[config.mk]
export PLATFORM = sky130hd
export DESIGN_NAME = hamming_encoder_tx_flat
export DESIGN_NICKNAME = d
export VERILOG_FILES = /design/src/rtl/hamming_encoder_tx_if.sv /design/src/rtl/hamming_encoder_tx.sv /design/src/flat_wrapper.sv
export SDC_FILE = /design/constraint.sdc
export NUM_CORES = 1
export LEC_CHECK = 0
export BUFFER_PORTS_ARGS = -buffer_cell sky130_fd_sc_hd__buf_2
export CAP_MARGIN = 5
export CORE_MARGIN = 2
export CORE_UTILIZATION = 55
export CTS_CLUSTER_DIAMETER = 120
export DETAILED_ROUTE_END_ITERATION = 7
export GPL_ROUTABILITY_DRIVEN = 0
export HOLD_SLACK_MARGIN = 0.15
export PLACE_DENSITY = 0.85
export RECOVER_POWER = 25
export SYNTH_ARGS = -nofsm -noshare
export SYNTH_HDL_FRONTEND = slang
export SYNTH_SLANG_ARGS = --single-unit
[constraint.sdc]
create_clock -name clk -period 4.2 [get_ports clk]
set_input_delay 0.84 -clock clk [delete_from_list [all_inputs] [get_ports clk]]
set_output_delay 0.84 -clock clk [all_outputs]
set_load 0.05 [all_outputs]
[src/rtl/hamming_encoder_tx_if.sv]
// Word-in / serial-out link between a data source and the Hamming(15,11) transmitter.
// The source drives the word side; the transmitter drives ready and the line side.
interface hamming_encoder_tx_if;
  logic [10:0] data_in;
  logic        in_valid;
  logic        in_ready;
  logic [3:0]  inj_pos;
  logic        tx_bit;
  logic        tx_active;
  logic        tx_last;
  logic [14:0] codeword_out;

  modport master (
    output data_in, in_valid, inj_pos,
    input  in_ready, tx_bit, tx_active, tx_last, codeword_out
  );

  modport slave (
    input  data_in, in_valid, inj_pos,
    output in_ready, tx_bit, tx_active, tx_last, codeword_out
  );
endinterface

[src/rtl/hamming_encoder_tx.sv]
// Hamming(15,11) encoder with LSB-first serial transmitter, one-word hold buffer
// for gapless back-to-back frames, and single-bit error injection.
//
// state   | meaning
// --------+-------------------------------------------------------------
// S_IDLE  | line quiet, waiting for a word; hold buffer is always empty
// S_SHIFT | frame on the line; bit_idx selects the code bit, tick times it
module hamming_encoder_tx #(
  parameter int CLKS_PER_BIT = 1
) (
  input logic               clk,
  input logic               rst_n,
  hamming_encoder_tx_if.slave link
);

  localparam int TICK_W = (CLKS_PER_BIT > 1) ? $clog2(CLKS_PER_BIT) : 1;
  localparam logic [TICK_W-1:0] TICK_MAX = TICK_W'(CLKS_PER_BIT - 1);
  localparam logic [3:0] LAST_IDX = 4'd14;

  typedef enum logic [0:0] {
    S_IDLE  = 1'b0,
    S_SHIFT = 1'b1
  } state_t;

  state_t            state_q, state_nxt;
  logic [14:0]       shreg_q, shreg_nxt;
  logic [14:0]       cw_q, cw_nxt;
  logic [3:0]        bit_idx_q, bit_idx_nxt;
  logic [TICK_W-1:0] tick_q, tick_nxt;
  logic              hold_full_q, hold_full_nxt;
  logic [14:0]       hold_cw_q, hold_cw_nxt;

  logic        in_ready_i;
  logic        accept;
  logic        bit_end;
  logic [14:0] cw_in;
  logic        load_en;
  logic [14:0] load_cw;

  // Code index c[i] is Hamming position i+1; parities sit at c0, c1, c3, c7.
  function automatic logic [14:0] encode(input logic [10:0] d, input logic [3:0] inj);
    logic [14:0] c;
    c        = '0;
    c[2]     = d[0];
    c[4]     = d[1];
    c[5]     = d[2];
    c[6]     = d[3];
    c[14:8]  = d[10:4];
    c[0]     = ^{c[2], c[4], c[6], c[8], c[10], c[12], c[14]};
    c[1]     = ^{c[2], c[5], c[6], c[9], c[10], c[13], c[14]};
    c[3]     = ^{c[4], c[5], c[6], c[11], c[12], c[13], c[14]};
    c[7]     = ^c[14:8];
    if (inj != 4'd0) begin
      c[inj - 4'd1] = ~c[inj - 4'd1];
    end
    return c;
  endfunction

  // Ready depends only on registered hold state and reset, never on in_valid.
  assign in_ready_i = rst_n && !hold_full_q;
  assign accept     = link.in_valid && in_ready_i;
  assign cw_in      = encode(link.data_in, link.inj_pos);
  assign bit_end    = (tick_q == TICK_MAX);

  always_ff @(posedge clk) begin
    if (!rst_n) begin
      state_q     <= S_IDLE;
      shreg_q     <= '0;
      cw_q        <= '0;
      bit_idx_q   <= '0;
      tick_q      <= '0;
      hold_full_q <= 1'b0;
      hold_cw_q   <= '0;
    end else begin
      state_q     <= state_nxt;
      shreg_q     <= shreg_nxt;
      cw_q        <= cw_nxt;
      bit_idx_q   <= bit_idx_nxt;
      tick_q      <= tick_nxt;
      hold_full_q <= hold_full_nxt;
      hold_cw_q   <= hold_cw_nxt;
    end
  end

  always_comb begin
    state_nxt     = state_q;
    shreg_nxt     = shreg_q;
    cw_nxt        = cw_q;
    bit_idx_nxt   = bit_idx_q;
    tick_nxt      = tick_q;
    hold_full_nxt = hold_full_q;
    hold_cw_nxt   = hold_cw_q;
    load_en       = 1'b0;
    load_cw       = '0;

    unique case (state_q)
      S_IDLE: begin
        if (accept) begin
          load_en = 1'b1;
          load_cw = cw_in;
        end
      end
      S_SHIFT: begin
        if (accept) begin
          hold_full_nxt = 1'b1;
          hold_cw_nxt   = cw_in;
        end
        if (!bit_end) begin
          tick_nxt = tick_q + TICK_W'(1);
        end else if (bit_idx_q != LAST_IDX) begin
          tick_nxt    = '0;
          bit_idx_nxt = bit_idx_q + 4'd1;
          shreg_nxt   = {1'b0, shreg_q[14:1]};
        end else if (hold_full_q) begin
          load_en       = 1'b1;
          load_cw       = hold_cw_q;
          hold_full_nxt = 1'b0;
        end else if (accept) begin
          // Word arriving exactly on the frame boundary bypasses the hold buffer.
          load_en       = 1'b1;
          load_cw       = cw_in;
          hold_full_nxt = 1'b0;
        end else begin
          state_nxt   = S_IDLE;
          shreg_nxt   = '0;
          tick_nxt    = '0;
          bit_idx_nxt = '0;
        end
      end
      default: begin
        state_nxt = S_IDLE;
      end
    endcase

    if (load_en) begin
      state_nxt   = S_SHIFT;
      shreg_nxt   = load_cw;
      cw_nxt      = load_cw;
      bit_idx_nxt = '0;
      tick_nxt    = '0;
    end
  end

  assign link.in_ready     = in_ready_i;
  assign link.tx_active    = (state_q == S_SHIFT);
  assign link.tx_bit       = shreg_q[0];
  assign link.tx_last      = (state_q == S_SHIFT) && (bit_idx_q == LAST_IDX);
  assign link.codeword_out = cw_q;

endmodule

[src/flat_wrapper.sv]
// flat-port wrapper written by rule: the top's interface ports become plain ports
module hamming_encoder_tx_flat 
#(
  parameter int CLKS_PER_BIT = 1
)
  (clk, rst_n, link_data_in, link_in_valid, link_inj_pos, link_in_ready, link_tx_bit, link_tx_active, link_tx_last, link_codeword_out);
  hamming_encoder_tx_if link_i ();
  input logic clk;
  input logic rst_n;
  input wire logic [$bits(link_i.data_in)-1:0] link_data_in;
  input wire logic [$bits(link_i.in_valid)-1:0] link_in_valid;
  input wire logic [$bits(link_i.inj_pos)-1:0] link_inj_pos;
  output wire logic [$bits(link_i.in_ready)-1:0] link_in_ready;
  output wire logic [$bits(link_i.tx_bit)-1:0] link_tx_bit;
  output wire logic [$bits(link_i.tx_active)-1:0] link_tx_active;
  output wire logic [$bits(link_i.tx_last)-1:0] link_tx_last;
  output wire logic [$bits(link_i.codeword_out)-1:0] link_codeword_out;
  assign link_i.data_in = link_data_in;
  assign link_i.in_valid = link_in_valid;
  assign link_i.inj_pos = link_inj_pos;
  assign link_in_ready = link_i.in_ready;
  assign link_tx_bit = link_i.tx_bit;
  assign link_tx_active = link_i.tx_active;
  assign link_tx_last = link_i.tx_last;
  assign link_codeword_out = link_i.codeword_out;
  hamming_encoder_tx #(.CLKS_PER_BIT(CLKS_PER_BIT)) u_core (.clk(clk), .rst_n(rst_n), .link(link_i));
endmodule
==> metrics.yaml, run 1 <==
status:
  status: "complete, no violations"
grt:
  grt_overflow: 0
  track_usage_pct: 26.81
  grt_pass1_vias: 2688
  grt_max_degree: 53
  grt_pass1_wl_um: 13230
  antenna_found_initial: 0
die:
  die_w_um: 79.39
  io_pins: 37
  start_util_pct: 56.76
  core_area_mm2: 0.005507
  die_h_um: 79.39
  rows: 27
  dieArea_mm2: 0.006302
placed_design:
  port_buffers: 36
  dp.cells: 458
  dp_hpwl_um: 5670
  place_area_mm2: 0.003281
critical_path:
  critPathMaxFanout: 11
  timing.critical_path.mode_cell: "mux4_2"
  slowest_stage: "a21oi_1"
  worstSetupStartpointType: "input pin"
  timing.rr.start: "u_core.link.tx_active$_SDFF_PN0_"
  cp-end-kind: "flip-flop"
  worstPathRequired_ns: 4.44
  crit_path_cell_trace: "buf_2, clkinv_1, ha_1, mux4_2, nor2b_1, mux4_2, a21oi_1, o211ai_1, a31oi_1"
  slowest_delay_ns: 0.73
  reg2reg_to: "u_core.link.codeword_out[6]$_SDFFE_PN0P_"
  worstSetupPathType: "in -> reg"
  arrival_ns: 4.07
  r2r_cells: 6
  r2r_setup_slack_ns: 1.93
synthesis:
  ys_seq_elements: 51
  netlist_area_mm2: 0.003125
  syn_inst: 373
  synthSimpleGateAreaFrac_pct: 15.65
  seq_area_frac_synth_pct: 32.67
  syn-num-nets: 396
  ys_types: 54
  synth_edf_count: 0
  async_flop_share_pct: 0
  ys_dominant_reg_cell: "dfxtp_1"
  synth-adder-area-share_pct: 2.002
  synth_top_family_by_area: "compound AO/OA/AOI/OAI gates"
  yosys_warnings: 0
  synth_compound_area_share_pct: 30.50
  muxShareOfSynthArea_pct: 6.325
  yosys.area_share.xor_xnor_pct: 7.246
  synth_area_per_cell_um2: 8.379
clock_tree:
  tritoncts: "done"
  cts-root-buf: "clkbuf_8"
  clock_latency_ns: 0.31
  path_clk_slew_ns: 0.09
  cts_setup_buffers: 0
  cts_sinks: 51
  hold_buffers: 0
  post_cts_resized: 0
  cts_buffers: 5
  htreeDepth: 2
  clock_path_buffers: 2
sta:
  period_minus_slack_ns: 3.831
  fin_crit_sh_pct: 91.21
  skew_ns: 0.007716
  setup_viol: 0
  hold_violations: 0
  fmax_ghz: 0.2610
  fin_tns_setup_ns: 0
  slew_headroom_pct: 32.93
  maxSlewViolCount: 0
  worst_pin_slew_ns: 1.002
  rsz0062_at_grt: "no"
finish:
  most-common-layout-cells: "51 x dfxtp_1, 45 x o21ai_0, 41 x a21oi_1"
  syn2layout_area_growth_pct: 8.046
  num-nets-final: 416
  regArea_mm2: 0.001021
  multi_input_area_mm2: 0.001929
  layout-drive-gt1-share_pct: 11.68
  fin_cells: 466
  antennaDiodeCount: 0
  fillers: 474
  layout_commonest_cell: "dfxtp_1"
  final_area_mm2: 0.003377
hold_path:
  hold_path.class: "reg -> reg"
  min_to: "u_core.hold_cw_q[5]$_SDFFE_PN0P_"
  hp-start: "u_core.hold_cw_q[5]$_SDFFE_PN0P_"
  holdPathStages: 2
detailed_routing:
  firstDrtPassIters: 5
  routedWlPerCell_um: 17.45
  vias: 2998
  drt-initial-drc-count: 285
  drt_wl_total_um: 8132
  drc: 0
  ant_nets: 0
  drt-vias-per-instance: 6.433
power:
  peakVddDrop_mv: 0.2624
  p_per_area_mw_per_mm2: 361.2
  p_leak_nw: 1.408
run:
  drv_cap: 0
## cells by family after synthesis
| family | count (synthesis) |
|---|---|
| multiplexers | 17 |
| AND/OR/NAND/NOR | 102 |
| XOR/XNOR | 14 |
| adder cells (fa/ha/maj) | 5 |
| flip-flops | 51 |
| AO/OA/AOI/OAI | 149 |
| buffers and inverters | 35 |
## flip-flops by register name (all words and copies together), names as in the netlist
register,cells
u_core.link.tx_active,1
u_core.hold_cw_q,15
u_core.hold_full_q,1
u_core.shreg_q,15
u_core.bit_idx_q,4
u_core.link.codeword_out,15
## through the flow
step | setup slack [ns] | total power (W) | util, % | hold WS (ns)
finish | 0.3690 | 0.001220 | 61.33 | 0.4815
global placement | 0.2766 | 0.0008600 | 59.58 | 0.4534
global route | 0.07661 | 0.001271 | 61.33 | 0.5014
detailed placement | 0.07331 | 0.0008684 | 59.58 | 0.4615
CTS | 0.3942 | 0.001222 | 61.71 | 0.4813
floorplan | 0.9718 | 0.0007932 | - | 0.4438
## how the worst max path moves through the flow
stage	startpoint	end	slack, ns
after floorplan	link_inj_pos[0]	u_core.link.codeword_out[10]$_SDFFE_PN0P_	0.97
after global placement	link_inj_pos[0]	u_core.hold_cw_q[11]$_SDFFE_PN0P_	0.28
final	link_inj_pos[0]	u_core.hold_cw_q[11]$_SDFFE_PN0P_	0.37
after global routing	link_inj_pos[0]	u_core.hold_cw_q[11]$_SDFFE_PN0P_	0.08
after detailed placement	link_inj_pos[0]	u_core.hold_cw_q[11]$_SDFFE_PN0P_	0.07
after CTS	link_inj_pos[0]	u_core.hold_cw_q[11]$_SDFFE_PN0P_	0.39
## synth_stat cells, drive strengths merged (3+ instances only)
master	number	area (µm²)
o31ai	3	22.52
nand2b	4	25.02
nor2b	4	25.02
inv	7	26.28
nand2	37	138.9
o21ai	49	245.2
a31oi	13	81.33
xnor3	4	93.84
a21o	4	30.03
xor3	3	71.32
o2bb2ai	4	35.03
buf	9	72.56
a21oi	41	205.2
clkbuf	17	63.81
dfxtp	51	1021
ha	5	62.56
a22o	13	113.9
a31o	4	35.03
xnor2	5	43.79
nor2	18	67.56
mux2i	13	130.1
nand4	3	18.77
o221ai	4	35.03
and3	11	68.82
nand3	16	80.08
## worst max-delay path: cells and delay by family
family | cells | cell delay (ns)
buffers and inverters | 2 | 0.45
adder cells (fa/ha/maj) | 1 | 0.56
AND/OR/NAND/NOR | 1 | 0.17
AO/OA/AOI/OAI | 3 | 1.15
multiplexers | 2 | 0.88
## per-layer routing
layer	vias up	routed length (µm)	track usage, %	part of all wire [%]
met4	0	209	10.52	2.6
met5	-	0	0	0
met3	30	537	4.072	6.6
li1	1415	-	-	-
met2	140	3897	44.24	48
met1	1413	3488	35.34	43
## area by class of cell
type                            count  share of cell area, %
Clock inverter                      2                  1.037
Sequential cell                    51                  30.23
Tap cell                           72                  2.668
Inverter                            8                 0.8892
Clock buffer                        6                  2.445
Timing Repair Buffer               40                  5.595
Multi-Input combinational cell    287                  57.13
## where the power goes
group | switching (W) | leakage, nW | internal [W]
clock | 0.000164 | 0.0612 | 0.000193
combinational | 0.000213 | 0.931 | 0.000119
sequential | 0.0000188 | 0.416 | 0.000511
total | 0.000396 | 1.41 | 0.000824
Note: power is estimated with default switching activity, not from simulation.
==> run 2, diff against run 1 <==
Settings changed: CELL_PAD_IN_SITES_DETAIL_PLACEMENT set to 0, CELL_PAD_IN_SITES_GLOBAL_PLACEMENT set to 2, CORE_UTILIZATION 55 to 35, PLACE_DENSITY 0.85 to 0.88.
==> run 2 against run 1 <==
- core utilization shrank 22 points
- worst hold slack lost 0.0051 ns
- first-iteration DRC count shrank 47%
- worst setup slack gained 0.27 ns
- global-route usage shrank 9.1 points
- sequential share of layout area shrank 0.41 points
- sequential power is essentially flat
- largest power group unchanged
- highest routed layer unchanged
==> metrics.yaml, run 2 (synthesis gave the netlist of run 1 again) <==
grt:
  track_usage_pct: 17.66  # -9.1 points
  grt_max_degree: 30  # -43%
  grt_pass1_vias: 2593  # -3.5%
  grt_overflow: 0  # unchanged
  grt_pass1_wl_um: 13750  # +3.9%
  antenna_found_initial: 0  # unchanged
clock_tree:
  cts_sinks: 51  # unchanged
  cts-root-buf: "clkbuf_8"
  path_clk_slew_ns: 0.10  # about the same
  post_cts_resized: 0  # unchanged
  clock_latency_ns: 0.30  # about the same
  cts_setup_buffers: 0  # unchanged
  clock_path_buffers: 2  # unchanged
  cts_buffers: 5  # unchanged
  hold_buffers: 0  # unchanged
  tritoncts: "done"
  htreeDepth: 2  # unchanged
power:
  p_per_area_mw_per_mm2: 344.4  # -4.7%
  p_leak_nw: 1.407  # about the same
  netSwitchingFraction_pct: 33.61  # +1.1 points
  p_int_w: 0.0007827  # -5.0%
  power_frac_comb_pct: 28.3  # +1.0 points
  peakVddDrop_mv: 0.1418  # -46%
  seq_power_share_pct: 44.9  # +1.4 points
  power.net_switching_w: 0.0003962  # about the same
  p_clk_share_pct: 26.7  # -2.5 points
detailed_routing:
  routedWlPerCell_um: 16.79  # -3.8%
  drt_wl_total_um: 8462  # +4.1%
  drc: 0  # unchanged
  vias: 2824  # -5.8%
  firstDrtPassIters: 4  # -1
  drt-vias-per-instance: 5.603  # -13%
  drt-initial-drc-count: 152  # -47%
  ant_nets: 0  # unchanged
placed_design:
  port_buffers: 36  # unchanged
  dp_hpwl_um: 6104  # +7.6%
sta:
  hold_violations: 0  # unchanged
  fin_crit_sh_pct: 84.86  # -6.4 points
  slew_headroom_pct: 38.23  # +5.3 points
  fmax_ghz: 0.2806  # +7.5%
  fin_tns_setup_ns: 0  # unchanged
  period_minus_slack_ns: 3.564  # -0.2669 ns
  maxSlewViolCount: 0  # unchanged
  skew_ns: 0.007663  # -0.00005245 ns
  worst_pin_slew_ns: 0.9266  # -0.07571 ns
  setup_viol: 0  # unchanged
  rsz0062_at_grt: "no"
critical_path:
  critical_path_buf_inv_count: 2  # unchanged
  arrival_ns: 3.80  # -0.27 ns
  slowest_stage: "a21oi_1"
  critical_path.top_delay_family: "compound AO/OA/AOI/OAI gates"
  startpoint: "link_inj_pos[0]"
  reg2reg_to: "u_core.link.codeword_out[6]$_SDFFE_PN0P_"
  worstSetupPathType: "in -> reg"
  crit_path_end: "u_core.hold_cw_q[11]$_SDFFE_PN0P_"
  timing.rr.start: "u_core.link.tx_active$_SDFF_PN0_"
  worstSetupStartpointType: "input pin"
  crit_path_cell_trace: "buf_2, clkinv_1, ha_1, mux4_2, nor2b_1, mux4_2, a21oi_1, o211ai_1, a31oi_1"
  timing.critical_path.mode_cell: "mux4_2"
  path_depth: 9  # unchanged
  critPathMaxFanout: 11  # unchanged
  worstPathRequired_ns: 4.43  # about the same
  r2r_setup_slack_ns: 1.95  # +0.02 ns
  r2r_cells: 6  # unchanged
  slowest_delay_ns: 0.76  # +0.03 ns
  cp-end-kind: "flip-flop"
die:
  die_w_um: 98.50  # +24%
  die_h_um: 98.50  # +24%
  core_area_mm2: 0.008678  # +58%
  dieArea_mm2: 0.009702  # +54%
  io_pins: 37  # unchanged
  rows: 34  # +26%
  start_util_pct: 36.01  # -21 points
finish:
  num-nets-final: 418  # +0.48%
  most-common-layout-cells: "51 x dfxtp_1, 45 x o21ai_0, 41 x a21oi_1"
  antennaDiodeCount: 0  # unchanged
  layout_commonest_cell: "dfxtp_1"
  layout-drive-gt1-share_pct: 12.12  # +0.45 points
  fin_util_pct: 39.45  # -22 points
  fillers: 942  # +99%
  syn2layout_area_growth_pct: 9.528
run:
  drv_cap: 0  # unchanged
status:
  status: "complete, no violations"
hold_path:
  hold_path.class: "reg -> reg"
run 2: worst min-delay path, delay by kind of cell, from the launching register on:
family	cells	cell delay, ns
flops	1	0.32
simple gates	1	0.05
compound gates	1	0.06
run 2: how the worst min path moves through the flow:
stage	start	endpoint	depth (start not counted)
2_1_floorplan	u_core.hold_cw_q[0]$_SDFFE_PN0P_	u_core.hold_cw_q[0]$_SDFFE_PN0P_	2
3_3_place_gp	u_core.hold_cw_q[4]$_SDFFE_PN0P_	u_core.hold_cw_q[4]$_SDFFE_PN0P_	2
3_5_place_dp	u_core.hold_cw_q[1]$_SDFFE_PN0P_	u_core.hold_cw_q[1]$_SDFFE_PN0P_	2
4_1_cts	u_core.hold_cw_q[1]$_SDFFE_PN0P_	u_core.hold_cw_q[1]$_SDFFE_PN0P_	2
5_1_grt	u_core.hold_cw_q[2]$_SDFFE_PN0P_	u_core.hold_cw_q[2]$_SDFFE_PN0P_	2
6_report	u_core.hold_cw_q[1]$_SDFFE_PN0P_	u_core.hold_cw_q[1]$_SDFFE_PN0P_	2
run 2: cell type report:
| type | instances | area [µm²] | area share [%] |
|---|---|---|---|
| clock buffer | 7 | 96.34 | 2.814 |
| clock inverter | 1 | 7.507 | 0.2193 |
| inverter | 8 | 30.03 | 0.8772 |
| multi-input combinational | 287 | 1929 | 56.36 |
| sequential | 51 | 1021 | 29.82 |
| tap | 108 | 135.1 | 3.947 |
| timing repair buffer | 42 | 203.9 | 5.958 |
run 2: stage by stage:
step	power [W]	setup WS (ns)	hold slack [ns]	cell area (µm²)	cells
floorplan	0.0007932	0.9718	0.4438	3126	373
global placement	0.0008749	0.4020	0.4543	3341	496
detailed placement	0.0008769	0.3265	0.4633	3341	496
CTS	0.001193	0.6316	0.4819	3445	504
global route	0.001242	0.3000	0.5047	3423	504
finish	0.001179	0.6359	0.4764	3423	504
run 2: layer usage:
| metal | share of wire [%] | GRT usage (%) | up-vias | routed length (µm) |
|---|---|---|---|---|
| met4 | 1.8 | 4.953 | 0 | 153 |
| met3 | 4.1 | 2.908 | 12 | 345 |
| met2 | 43 | 26.64 | 67 | 3668 |
| li1 | - | - | 1427 | - |
| met5 | 0 | 0 | - | 0 |
| met1 | 51 | 26.06 | 1318 | 4294 |
run 2: power by group through the flow:
stage	Sequential [W]	Clock (W)	Combinational, W
finish	0.000530	0.000315	0.000334
global route	0.000533	0.000343	0.000365
CTS	0.000529	0.000326	0.000338
detailed placement	0.000540	0	0.000336
global placement	0.000540	0	0.000335
floorplan	0.000582	0	0.000211
==> run 3, diff against run 2 <==
Settings changed: CORE_UTILIZATION 35 to 32, PLACE_DENSITY 0.88 to 0.85.
Clock period 4.2 ns to 3.1 ns, I/O delays scaled along.
==> run 3 against run 2 <==
- total power is 47% higher
- critical path depth is 2 higher
- die area is 9.0% higher
- first-iteration DRC count is 4.6% higher
- design area is 4.1% higher
- non-clock buffer count is 11 higher
- wire length is 3.1% higher
- clock power is 74% higher
- clock skew is 0.00061 ns lower
- core utilization is 2.5 points lower
- register-to-register slack worse by 1.3 ns
- largest power group unchanged
- critical endpoint is now u_core.link.codeword_out[8]$_SDFFE_PN0P_
- sequential power is 36% higher
==> metrics.yaml, run 3 (synthesis gave the netlist of run 1 again) <==
status:
  status: "complete, no violations"
grt:
  antenna_found_initial: 0  # unchanged
  grt_overflow: 0  # unchanged
  grt_max_degree: 51  # +70%
  track_usage_pct: 17.30  # -0.36 points
  grt_pass1_vias: 2735  # +5.5%
  grt_pass1_wl_um: 14190  # +3.2%
clock_tree:
  post_cts_resized: 0  # unchanged
  cts_buffers: 5  # unchanged
  cts_setup_buffers: 0  # unchanged
  path_clk_slew_ns: 0.10  # about the same
  clock_path_buffers: 2  # unchanged
  htreeDepth: 2  # unchanged
  hold_buffers: 0  # unchanged
  cts-root-buf: "clkbuf_8"
  tritoncts: "done"
  clock_latency_ns: 0.30  # about the same
  cts_sinks: 51  # unchanged
sta:
  fin_crit_sh_pct: 86.81
  hold_slack_ns: 0.4769  # +0.0005740 ns
  period_minus_slack_ns: 2.691
  hold_violations: 0  # unchanged
  maxSlewViolCount: 0  # unchanged
  skew_ns: 0.007049  # -0.0006141 ns
  fmax_ghz: 0.3716
  fin_tns_setup_ns: 0  # unchanged
  rsz0062_at_grt: "no"
  setup_viol: 0  # unchanged
  setup_slack_ns: 0.4088  # -0.2272 ns
  slew_headroom_pct: 35.59  # -2.6 points
  worst_pin_slew_ns: 0.9661  # +0.03955 ns
finish:
  most-common-layout-cells: "51 x dfxtp_1, 45 x o21ai_0, 41 x a21oi_1"
  layout_commonest_cell: "dfxtp_1"
  num-nets-final: 429  # +2.6%
  layout-drive-gt1-share_pct: 14.50  # +2.4 points
  syn2layout_area_growth_pct: 14.05
  antennaDiodeCount: 0  # unchanged
detailed_routing:
  vias: 2857  # +1.2%
  drt-vias-per-instance: 5.291  # -5.6%
  drc: 0  # unchanged
  routedWlPerCell_um: 16.16  # -3.7%
  drt-initial-drc-count: 159  # +4.6%
  drt_wl_total_um: 8728  # +3.1%
  ant_nets: 0  # unchanged
  firstDrtPassIters: 4  # unchanged
power:
  p_leak_nw: 1.476  # +4.9%
  p_per_area_mw_per_mm2: 486.4  # +41%
  peakVddDrop_mv: 0.1694  # +19%
die:
  die_h_um: 102.8  # +4.4%
  rows: 36  # +5.9%
  die_w_um: 102.8  # +4.4%
  start_util_pct: 32.42  # -3.6 points
  dieArea_mm2: 0.01057  # +9.0%
  io_pins: 37  # unchanged
  core_area_mm2: 0.009639  # +11%
placed_design:
  port_buffers: 36  # unchanged
  dp_worst_setup_slack_ns: 0.1152  # -0.2113 ns
  dp_hpwl_um: 6306  # +3.3%
critical_path:
  slowest_delay_ns: 0.42  # -0.34 ns
  timing.critical_path.mode_cell: "a21oi_1"
  cp-end-kind: "flip-flop"
  arrival_ns: 2.88  # -0.92 ns
  critical_path.top_delay_family: "compound AO/OA/AOI/OAI gates"
  critical_path_buf_inv_count: 4  # +2
  worstSetupPathType: "in -> reg"
  r2r_cells: 6  # unchanged
  slowest_stage: "a2111oi_0"
  crit_path_cell_trace: "buf_2, clkinv_1, ha_1, mux2i_1, mux2_2, a2111oi_0, buf_4, a21oi_1, buf_4, a21oi_1, a21oi_1"
  critPathMaxFanout: 11  # unchanged
  path_depth: 11  # +2
  worstPathRequired_ns: 3.29  # -1.14 ns
  worstSetupStartpointType: "input pin"
hold_path:
  holdPathStages: 2  # unchanged
  hold_path.class: "reg -> reg"
run:
  drv_cap: 0  # unchanged
[run 3: changes by cell type in the layout (fill, tap and decap cells not counted), sizes merged]
cell and delta:
buf +11, bufinv +2, clkbuf -2
[run 3: final cells by class]
cell class	instances	area, µm²
clock inverter	3	67.56
timing repair buffer	53	281.5
multi-input combinational	287	1929
fill	1056	6075
sequential	51	1021
inverter	8	30.03
clock buffer	5	68.82
tap	133	166.4
[run 3: worst register-to-register path, delay by kind of cell, from the launching register on]
| family | cells | cell delay, ns |
|---|---|---|
| buf+inv | 2 | 0.86 |
| simple gates | 2 | 0.63 |
| compound gates | 2 | 0.36 |
| flops | 1 | 0.52 |
[run 3: stage by stage]
stage / instance area (µm²) / total power, W / util (%) / instances
finish: 3565 / 0.001734 / 36.98 / 540
global route: 3565 / 0.001825 / 36.98 / 540
CTS: 3591 / 0.001756 / 37.25 / 540
detailed placement: 3455 / 0.001205 / 35.84 / 532
global placement: 3455 / 0.001199 / 35.84 / 532
floorplan: 3126 / 0.001075 / - / 373
[run 3: power breakdown]
| group | total, W | internal [W] | switching, W |
|---|---|---|---|
| combinational | 0.000468 | 0.000178 | 0.000290 |
| clock | 0.000547 | 0.000322 | 0.000225 |
| sequential | 0.000719 | 0.000693 | 0.0000258 |
| total | 0.00173 | 0.00119 | 0.000541 |
[run 3: path summary, 6_finish.rpt]
check / start / to / slack [ns]
max: link_inj_pos[0] / u_core.link.codeword_out[8]$_SDFFE_PN0P_ / 0.41
min: u_core.hold_cw_q[2]$_SDFFE_PN0P_ / u_core.hold_cw_q[2]$_SDFFE_PN0P_ / 0.48
max reg2reg: u_core.link.tx_active$_SDFF_PN0_ / u_core.bit_idx_q[1]$_SDFFE_PP0P_ / 0.66
min reg2reg: u_core.hold_cw_q[2]$_SDFFE_PN0P_ / u_core.hold_cw_q[2]$_SDFFE_PN0P_ / 0.48
[run 3: metal layers]
metal | track usage [%] | share of wire (%) | vias up
li1 | - | - | 1454
met1 | 25.23 | 49 | 1331
met2 | 27.60 | 46 | 67
met3 | 2.034 | 4.3 | 5
met4 | 3.745 | 0.69 | 0
met5 | 0 | 0 | -
